**src/rtl/pair_step_checker_next.sv**
```systemverilog
// Combinational next-pair function f(X,Y) of the X/Y counter producer.
// Shared by the producer and the checker so both use one definition.
module cnt_pair_next #(
    parameter int W = 400
) (
    input  logic [W-1:0] x_i,
    input  logic [W-1:0] y_i,
    output logic [W-1:0] x_o,
    output logic [W-1:0] y_o
);
    localparam logic [W-1:0] CNT_MAX = {W{1'b1}};

    always_comb begin
        x_o = x_i;
        y_o = y_i;
        if (y_i == x_i) begin
            // Both wrap to zero together at CNT_MAX.
            x_o = x_i + W'(1);
            y_o = y_i + W'(1);
        end else if (y_i > x_i) begin
            x_o = x_i;
            y_o = y_i;
        end else if (x_i != CNT_MAX) begin
            x_o = x_i + W'(1);
        end else begin
            x_o = y_i;
            y_o = x_i;
        end
    end
endmodule

```
**config.mk**
```make
export PLATFORM = sky130hd
export DESIGN_NAME = cnt_pair_next
export DESIGN_NICKNAME = d
export VERILOG_FILES = /design/src/rtl/pair_step_checker_next.sv
export SDC_FILE = /design/constraint.sdc
export NUM_CORES = 2
export LEC_CHECK = 0
export ABC_AREA = 1
export ABC_CLOCK_PERIOD_IN_PS = 7800
export BUFFER_PORTS_ARGS = -buffer_cell sky130_fd_sc_hd__buf_2
export CAP_MARGIN = 20
export CORE_AREA = 2 2 625 627
export DETAILED_ROUTE_END_ITERATION = 10
export DIE_AREA = 0 0 627 629
export PLACE_DENSITY_LB_ADDON = 0.05
export SLEW_MARGIN = 10
export SYNTH_ARGS = -nofsm -noshare
export SYNTH_HDL_FRONTEND = slang
export SYNTH_SLANG_ARGS = --single-unit
```
**constraint.sdc**
```tcl
create_clock -name vclk -period 7.8
set_input_delay 1.56 -clock vclk [all_inputs]
set_output_delay 1.56 -clock vclk [all_outputs]
set_load 0.02 [all_outputs]
```
==> metrics.md <==
| Metric | Value |
|---|---|
| Register cell area after layout | `0 sq um` |
| Commonest non-fill, non-tap cells in the layout | `4933 x nand2_1, 2037 x nor2_1, 1601 x buf_2, 1408 x inv_1, 1345 x buf_4` |
| Mux contribution to synthesized area | `0%` |
| Syn nets | `14693` |
| Fin util | `23.4%` |
| Yosys warns | `0` |
| Final wirelength | `934 mm` |
| Seq cells | `0` |
| Power Dens Cells | `58.4 nW/um^2` |
| Post-Syn Instances | `13491` |
| DRT Pass-1 Iters | `6` |
| Final instance area | `90500 sq um` |
| Dpl cell area | `90100 sq um` |
| Initial core utilization | `16.4%` |
| Largest family of logic cells by synthesized area | `simple AND/OR/NAND/NOR gates` |
| Drt drc | `0` |
| GRT Total Usage | `45.0%` |
| Chip Width | `627 um` |
| Via Count | `113246` |
| Setup crit start kind | `input port` |
| Worst rel slew slack | `12.9%` |
| Leakage power | `41.8 nW` |
| RSZ-0062 raised after global routing | `no` |
| Crit path from | `x_i[39]` |
| Commonest non-fill, non-tap cell in the layout | `nand2_1` |
| CP Data Required Time | `6.24 ns` |
| Routed wire length per instance | `43.4 um` |
| Crit share post-route | `102%` |
| IO Pins | `1600` |
| Adder-Cell Fraction of Synth Area | `7.90%` |
| Initial antenna violation count | `228` |
| CTS Hold Bufs | `0` |
| Final HPWL DP | `848 mm` |
| Hold crit path type | `input port to output pin` |
| Final worst setup slack | `-0.144 ns` |
| Synthesized area per cell | `4.72 sq um` |
| Core area | `388000 sq um` |
| CP endpoint kind | `output pin` |
| Achievable Freq | `0.126 GHz` |
| Xor/xnor share of the synthesized area | `6.20%` |
| Fin crit period | `7.94 ns` |
| Sequential fraction of the synthesis area | `0%` |
| Post-Syn Area | `63700 sq um` |
| Initial DRC Count | `15282` |
| Routed Antenna Nets | `0` |
| Synth Area in Compound Gates | `14.3%` |
| Max cap viols | `0` |
| Final-report max-slew violation count | `0` |
| Status | `finished, violations left` |
| Vias in the first global route | `103987` |
| DR vias/cell | `5.26` |
| Simple-gate portion of the synthesized area | `59.2%` |
| DIE AREA | `394000 sq um` |
| Share of cells above drive strength 1 | `21.3%` |
| Grt ovf | `0` |
| Crit Path Class | `input port to output pin` |
| Area grow syn2layout | `42.1%` |
| Violated checks | `setup timing` |
| Global-route wire length before repair | `1150 mm` |
| Netlist cell types | `49` |
| Core Rows | `229` |
| Fin nets | `17373` |
| Layout clock buffers | `0` |
| Arr. time, crit path | `6.38 ns` |
| Worst vdd ir | `0.0000384 V` |
| Fin. Hold Viols | `0` |
| Largest net degree at the start of global routing | `154` |
| Final setup viols | `6` |
| Tightest Pin Transition | `1.30 ns` |
| Port Buffers | `1600` |
| Die Y | `629 um` |
| Hold path start | `x_i[146]` |
| RePlAce Congestion | `1.10` |
| CP max FO | `4` |
==> worst paths after layout <==
kind,end,cells after the start
worst min-delay path,x_o[146],5
worst max-delay path,x_o[205],16
==> synth_stat cells, types with 30 or more instances <==
| master | instances | area, sq um |
|---|---|---|
| o21ai_1 | 187 | 936 |
| o21bai_1 | 54 | 405 |
| buf_4 | 41 | 308 |
| nor4_1 | 77 | 482 |
| nor2_2 | 64 | 400 |
| nor2_1 | 2055 | 7710 |
| ha_1 | 402 | 5030 |
| inv_1 | 1410 | 5290 |
| a21oi_1 | 915 | 4580 |
| nand2_1 | 4933 | 18500 |
| nor3_1 | 510 | 2550 |
| inv_2 | 56 | 210 |
| nand4_1 | 414 | 2590 |
| nor3_2 | 32 | 320 |
| or2_2 | 30 | 188 |
| nand3_1 | 758 | 3790 |
| buf_2 | 183 | 916 |
| o211ai_1 | 138 | 1040 |
| buf_6 | 33 | 372 |
| o21ai_0 | 358 | 1790 |
| xor2_1 | 446 | 3910 |
| clkbuf_1 | 182 | 683 |
==> routing by layer <==
layer | GRT usage, % | vias to the layer above | routed length (um)
met4 | 32.7 | 110 | 82800
met2 | 67.9 | 6793 | 392000
met3 | 9.49 | 1562 | 76900
li1 | - | 49102 | -
met1 | 56.4 | 55679 | 381000
met5 | 0 | - | 729
==> area by class of cell <==
type / instances / area, sq um
Fill cell: 47076 / 297000
Multi-Input combinational cell: 11560 / 56100
Tap cell: 5197 / 6500
Inverter: 1469 / 5540
Antenna cell: 155 / 388
Timing Repair Buffer: 3140 / 22000
==> repair_timing <==
| item | 4_1_cts | 5_1_grt |
|---|---|---|
| setup buffers | 0 | 0 |
| resized for setup | 0 | 2 |
| setup endpoints to repair | 0 | 63 |
==> where the power goes <==
part           total (mW)  switching [mW]  internal, mW
registers               0               0             0
logic                5.28            3.80          1.49
clock network  0.00000145               0    0.00000145
==> worst max-delay path, cell delays in order <==
cell	delay, ns
buf_2	0.13
inv_1	0.14
nor3_1	0.57
nand2_1	0.34
nor2_1	0.47
nand2_1	0.15
nor2_1	0.32
nand2_1	0.56
nor2_1	0.99
buf_4	0.39
xor2_1	0.24
a21oi_1	0.10
nand2_1	0.10
nand2_1	0.05
nand2_1	0.06
buf_2	0.18
==> through the flow <==
| step | hold WS (ns) | power, mW | worst slack [ns] | instances | TNS, ns |
|---|---|---|---|---|---|
| after floorplan | 3.28 | 2.32 | 2.37 | 13491 | 0 |
| after global placement | 3.56 | 5.18 | -0.499 | 21361 | -243.77 |
| after detailed placement | 3.56 | 5.15 | 0.0424 | 21364 | 0 |
| after CTS | 3.56 | 5.17 | 0.00840 | 21364 | 0 |
| after global routing | 3.61 | 5.45 | 0.0444 | 21438 | 0 |
| final | 3.56 | 5.28 | -0.144 | 21521 | -0.273 |
==> logic make-up after synthesis <==
| family | after synthesis |
|---|---|
| XOR/XNOR | 451 |
| buffers and inverters | 1931 |
| adder cells (fa/ha/maj) | 402 |
| AO/OA/AOI/OAI | 1702 |
| AND/OR/NAND/NOR | 9005 |
Power figures use the tool's default switching activity.
